===== config.mk =====
export PLATFORM = sky130hd
export DESIGN_NAME = clock_enable_gen
export DESIGN_NICKNAME = d
export VERILOG_FILES = /design/src/rtl/clock_enable_gen.sv
export SDC_FILE = /design/constraint.sdc
export NUM_CORES = 1
export LEC_CHECK = 0
export CORE_ASPECT_RATIO = 2
export CORE_MARGIN = 2
export CORE_UTILIZATION = 40
export CTS_CLUSTER_DIAMETER = 40
export DETAILED_ROUTE_END_ITERATION = 12
export PLACE_DENSITY = 0.58
export SLEW_MARGIN = 20
export SYNTH_ARGS = -nofsm -noshare
export SYNTH_HDL_FRONTEND = slang
export SYNTH_SLANG_ARGS = --single-unit

===== constraint.sdc =====
create_clock -name i_sys_clk -period 12.2 [get_ports i_sys_clk]
set_clock_uncertainty 0.05 [all_clocks]
set_input_delay 1.22 -clock i_sys_clk [delete_from_list [all_inputs] [get_ports i_sys_clk]]
set_output_delay 1.22 -clock i_sys_clk [all_outputs]
set_load 0.02 [all_outputs]

===== src/rtl/clock_enable_gen.sv =====
// rtl/clock_enable_gen.sv - PLL lock qualification, reset sequencing and clock-enable strobes
//
// Purpose: synchronises the PLL lock, holds the system reset until lock has
// been stable for RST_HOLD cycles, and produces NUM_CH single-cycle enable
// strobes with independently programmable divide values.
//
// Ports:
//   i_sys_clk    system clock (only clock)
//   i_rst        asynchronous active-high reset
//   i_pll_lock   asynchronous PLL lock
//   i_div_wr     per-channel divide write strobe
//   i_div_val    divide value for the channels selected by i_div_wr
//   i_resync     restart all channel counters phase-aligned
//   o_sys_rst    downstream reset (async assert, sync deassert)
//   o_ce         per-channel enable strobes
//   o_lock_lost  sticky: lock dropped while running

module clock_enable_gen #(
  parameter int NUM_CH      = 4,
  parameter int DIV_W       = 16,
  parameter int DEFAULT_DIV = 50,
  parameter int RST_HOLD    = 1024,
  parameter int SYNC_STAGES = 2
) (
  input  logic              i_sys_clk,
  input  logic              i_rst,
  input  logic              i_pll_lock,
  input  logic [NUM_CH-1:0] i_div_wr,
  input  logic [DIV_W-1:0]  i_div_val,
  input  logic              i_resync,
  output logic              o_sys_rst,
  output logic [NUM_CH-1:0] o_ce,
  output logic              o_lock_lost
);

  localparam int HOLD_W = $clog2(RST_HOLD);
  localparam logic [HOLD_W-1:0] HOLD_LAST = HOLD_W'(RST_HOLD - 1);

  typedef enum logic [1:0] {
    WAIT_LOCK = 2'd0,
    HOLD      = 2'd1,
    RUN       = 2'd2
  } state_t;

  state_t                   state;
  logic [SYNC_STAGES-1:0]   sync_q;
  logic                     lock_s;
  logic [HOLD_W-1:0]        hold_cnt;

  logic [DIV_W-1:0]         div_act    [NUM_CH];
  logic [DIV_W-1:0]         div_shadow [NUM_CH];
  logic [DIV_W-1:0]         cnt        [NUM_CH];
  logic [DIV_W-1:0]         last       [NUM_CH];
  logic [NUM_CH-1:0]        pend;
  logic [NUM_CH-1:0]        wrap;
  logic                     run;
  logic                     chan_run;

  // Lock synchroniser
  always_ff @(posedge i_sys_clk or posedge i_rst) begin
    if (i_rst) begin
      sync_q <= '0;
    end else begin
      sync_q <= {sync_q[SYNC_STAGES-2:0], i_pll_lock};
    end
  end

  assign lock_s = sync_q[SYNC_STAGES-1];
  assign run    = (state == RUN);
  // Channels only keep counting while RUN will persist into the next cycle;
  // on the cycle lock is seen to drop they already behave as stopped.
  assign chan_run = run && lock_s;

  // Reset sequencer
  always_ff @(posedge i_sys_clk or posedge i_rst) begin
    if (i_rst) begin
      state       <= WAIT_LOCK;
      hold_cnt    <= '0;
      o_sys_rst   <= 1'b1;
      o_lock_lost <= 1'b0;
    end else begin
      case (state)
        WAIT_LOCK: begin
          hold_cnt <= '0;
          if (lock_s) begin
            state <= HOLD;
          end
        end
        HOLD: begin
          if (!lock_s) begin
            state    <= WAIT_LOCK;
            hold_cnt <= '0;
          end else if (hold_cnt == HOLD_LAST) begin
            state     <= RUN;
            o_sys_rst <= 1'b0;
            hold_cnt  <= '0;
          end else begin
            hold_cnt <= hold_cnt + HOLD_W'(1);
          end
        end
        RUN: begin
          if (!lock_s) begin
            state       <= WAIT_LOCK;
            o_sys_rst   <= 1'b1;
            o_lock_lost <= 1'b1;
          end
        end
        default: begin
          state     <= WAIT_LOCK;
          hold_cnt  <= '0;
          o_sys_rst <= 1'b1;
        end
      endcase
    end
  end

  // Terminal count per channel; a divide of 0 behaves as 1.
  always_comb begin
    for (int k = 0; k < NUM_CH; k++) begin
      last[k] = (div_act[k] == '0) ? '0 : div_act[k] - DIV_W'(1);
      wrap[k] = (cnt[k] == last[k]);
    end
  end

  // Channel counters and divide registers. A write while running is parked
  // in the shadow and only becomes active at a period boundary (wrap or
  // resync), so the period in flight keeps its length.
  always_ff @(posedge i_sys_clk or posedge i_rst) begin
    if (i_rst) begin
      pend <= '0;
      for (int k = 0; k < NUM_CH; k++) begin
        cnt[k]        <= '0;
        div_act[k]    <= DIV_W'(DEFAULT_DIV);
        div_shadow[k] <= DIV_W'(DEFAULT_DIV);
      end
    end else begin
      for (int k = 0; k < NUM_CH; k++) begin
        if (!chan_run) begin
          cnt[k]  <= '0;
          pend[k] <= 1'b0;
          if (i_div_wr[k]) begin
            div_act[k] <= i_div_val;
          end else if (pend[k]) begin
            div_act[k] <= div_shadow[k];
          end
        end else if (i_resync || wrap[k]) begin
          cnt[k]  <= '0;
          pend[k] <= 1'b0;
          if (i_div_wr[k]) begin
            div_act[k] <= i_div_val;
          end else if (pend[k]) begin
            div_act[k] <= div_shadow[k];
          end
        end else begin
          cnt[k] <= cnt[k] + DIV_W'(1);
          if (i_div_wr[k]) begin
            div_shadow[k] <= i_div_val;
            pend[k]       <= 1'b1;
          end
        end
      end
    end
  end

  // Strobes decode registered state only, so they drop together with the
  // state leaving RUN and clear immediately on i_rst.
  always_comb begin
    o_ce = '0;
    for (int k = 0; k < NUM_CH; k++) begin
      o_ce[k] = run && wrap[k];
    end
  end

endmodule

==> summary.md <==
| Metric | Value |
|---|---|
| Final core occ | `45.35%` |
| Sw power | `0.4806 mW` |
| Core area | `roughly 0.031 mm²` |
| Largest net degree at the start of global routing | `104` |
| Nets@finish | `about 1400` |
| Syn Area/Cell | `9.305 µm²` |
| Hold-fix buffers, CTS | `0` |
| Std-Cell Rows | `slightly above 90` |
| DR DRC count | `0` |
| IO Count | `30` |
| Clk sinks | `212` |
| Vias in the first global route | `just over 10000` |
| R2r endpoint | `div_shadow[9]$_DFFE_PP0P_` |
| Post-CTS Setup Repair Bufs | `0` |
| Post-route minimum period | `5706 ps` |
| Antenna cells | `0` |
| EDFF count, synth | `0` |
| GR Overflow Total | `0` |
| Total routed wirelength | `~33 mm` |
| WL/cell | `roughly 18 µm` |
| RSZ-0062 raised after global routing | `false` |
| Max Fclk | `175.3 MHz` |
| Die footprint | `~0.033 mm²` |
| Post-Syn Area | `0.01277 mm²` |
| Sequential-to-total area share from yosys stat | `41.80%` |
| Insertion delay to the later sink of the worst-skew pair | `560 ps` |
| Final Hold Fails | `0` |
| Final setup vio count | `0` |
| Post-CTS sizing | `0` |
| Num CTS Buffers | `28` |
| Syn_nets | `approximately 1400` |
| Hold Slack | `309.7 ps` |
| Ys Warns | `0` |
| Clk pwr share | `48.3%` |
| MaxCap Viol Count | `0` |
| Cell type with the largest total area after synthesis | `dfrtp_1` |
| Initial antenna violation count | `1` |
| Pleak | `5.646 nW` |
| Slew Viols, Final | `0` |
| RR Startpoint | `div_act[0]$_DFFE_PP0P_` |
| First drt pass iteration count | `5` |
| Yosys cell types | `90` |
| Synth top cells by count | `187 x dfrtp_1, 125 x nand3_1, 124 x nor2_1` |
| Power share of the sequential group | `42.6%` |
| Reg2Reg Depth | `11` |
| Worst-Margin Slew | `around 900 ps` |
| GRT Total Usage | `20.39%` |
| Layout cells sized above 1 | `12.75%` |
| Final Wtd Congestion | `0.9243` |
| Die width | `between 100 and 150 µm` |
| Worst Min Path Start | `sync_q[0]$_DFF_PP0_` |
| Power density cells | `about 130 mW/mm²` |
| PnR Total Power | `1.789 mW` |
| DP HPWL | `~24 mm` |
| Slew headroom | `between 30% and 40%` |
| Worst setup SP type | `flop` |
| Slowest-stage cell, CP | `or4_1` |
| TritonCTS clock tree | `done` |
| First-pass GRT wire length | `about 54 mm` |
| Layout fillers | `roughly 3100` |
| Post-synth top area share | `between 30% and 40%` |
| DR vias/cell | `5.612` |
| Reg area | `0.005336 mm²` |
| Area Growth Syn to Fin | `11.64%` |
| CP cell instances | `or4_1 -> nor4_2 -> a211oi_1 -> a2111oi_0 -> o21ai_0 -> or4_4 -> nor3_1 -> clkdlybuf4s50_1` |
| Internal Power | `around 1.3 mW` |
| Yosys reg bits | `between 200 and 250` |
| H-tree levels | `1` |
| Hold Path Class | `reg -> reg` |
| Reg-to-reg slack, setup | `~7300 ps` |
| Worst EP required | `between 10000 and 15000 ps` |
| Most frequent cell after synthesis | `dfrtp_1` |
| Worst Path Arrival | `approximately 4400 ps` |
| Status | `finished, final reports clean` |
| Initial DRC count | `between 400 and 500` |
| Initial Util | `40.62%` |
| Multi-input gate area | `around 0.0068 mm²` |
| Clock Pin Slew Worst Setup and Hold Paths | `60 ps` |
| Worst Setup Path Type | `reg -> out` |
| TNS Setup | `0 ps` |
| Cells after Synth | `between 1000 and 1500` |
| Hold worst-path end | `sync_q[1]$_DFF_PP0_` |
| Bufs and invs on worst path | `1` |
| Top_reg_cell synth | `dfrtp_1` |
| Cell count of the worst hold path | `0` |
| Part of the power in combinational logic | `a little over 9%` |
| Die height | `roughly 260 µm` |
| Max VDD drop | `between 0.1 and 0.15 mV` |
| Clock root cell | `clkbuf_16` |
| Post-route ant nets | `0` |
| Period utilisation layout | `46.77%` |
| Ys async rst share | `100.0%` |
| Synth top area cells | `dfrtp_1 37%, dfstp_2 5.1%, nand3_1 4.9%` |
| Slowest stage delay, CP | `roughly 730 ps` |
| IO buf count | `29` |
| Top Family by Delay on Critical Path | `simple AND/OR/NAND/NOR gates` |
| Max clock buf depth | `3` |
| Critical path capture point type | `output pin` |
| DR vias | `just over 10000` |
| CP max FO | `11` |
| Switching part of the total | `between 20 and 30%` |
## worst register-to-register path: stages, from the launching register on
cell	delay [ps]
dfrtp_1	440
inv_1	80
ha_1	200
or3b_2	550
or4_1	640
or4_1	450
a21o_1	210
a21oi_1	120
nand4_1	160
o21ai_4	740
or2_1	770
mux2_2	430
## layer usage
layer	GRT usage, %	vias up	share of wire, %
met5	0	-	0
met4	10.69	0	5.5
met3	2.274	102	2.7
met2	38.69	177	56
met1	21.27	4902	36
li1	-	4899	-
## metrics by stage
stage,instance area (µm²),setup WS [ps],std cells
5_1_grt,14250,6296,1796
2_1_floorplan,12770,5177,1372
3_5_place_dp,13260,7055,1744
4_1_cts,14250,6463,1796
3_3_place_gp,13260,7127,1744
6_report,14250,6494,1796
## power by group through the flow
| stage | sequential (mW) | clock (mW) | combinational (mW) |
|---|---|---|---|
| 6_report | 0.762 | 0.863 | 0.163 |
| 5_1_grt | 0.767 | 0.916 | 0.182 |
| 4_1_cts | 0.762 | 0.890 | 0.165 |
| 3_5_place_dp | 0.774 | 0 | 0.164 |
| 3_3_place_gp | 0.773 | 0 | 0.163 |
| 2_1_floorplan | 0.756 | 0 | 0.129 |
## cell usage in the layout (no fill, tap or decap), types with 30 or more instances in the layout
master and count:
mux2_2 38, xor2_1 50, nor2_1 124, xnor2_1 59, dfrtp_1 187, nand3_1 125
nand2_1 84, o21ai_0 98, inv_1 57, nor3_1 34, a2bb2oi_1 30
## sequential cells by signal, summed over array words and instances, names as in the netlist
signal,cells
cnt,64
o_lock_lost,1
state,2
div_shadow,64
pend,4
sync_q,2
div_act,64
hold_cnt,10
o_sys_rst,1
## worst max-delay path by stage
stage | startpoint | end | slack [ps] | cells past startpoint
detailed placement | div_act[55]$_DFFE_PP0P_ | o_ce[0] | 7060 | 8
global placement | div_act[55]$_DFFE_PP0P_ | o_ce[0] | 7130 | 8
global route | div_act[55]$_DFFE_PP0P_ | o_ce[0] | 6300 | 8
finish | div_act[55]$_DFFE_PP0P_ | o_ce[0] | 6490 | 8
CTS | div_act[55]$_DFFE_PP0P_ | o_ce[0] | 6460 | 8
floorplan | i_rst | cnt[0]$_DFF_PP0_ | 5180 | 1
## cells by family (layout without fill, tap and decap cells)
logic type | after synthesis | after routing | synth area share [%]
flops | 212 | 212 | 41.80
mux | 72 | 72 | 6.792
simple gates | 552 | 552 | 22.79
buf+inv | 146 | 147 | 4.812
xor+xnor | 115 | 115 | 8.537
compound gates | 266 | 266 | 14.39
fa+ha+maj | 9 | 9 | 0.8821
## area by class of cell
type | instances | share of cell area [%]
multi-input combinational | 1014 | 47.87
sequential | 212 | 37.44
clock buffer | 32 | 5.171
tap | 423 | 3.713
timing repair buffer | 37 | 2.458
clock inverter | 20 | 1.765
inverter | 58 | 1.580
Note: power is estimated with default switching activity, not from simulation.
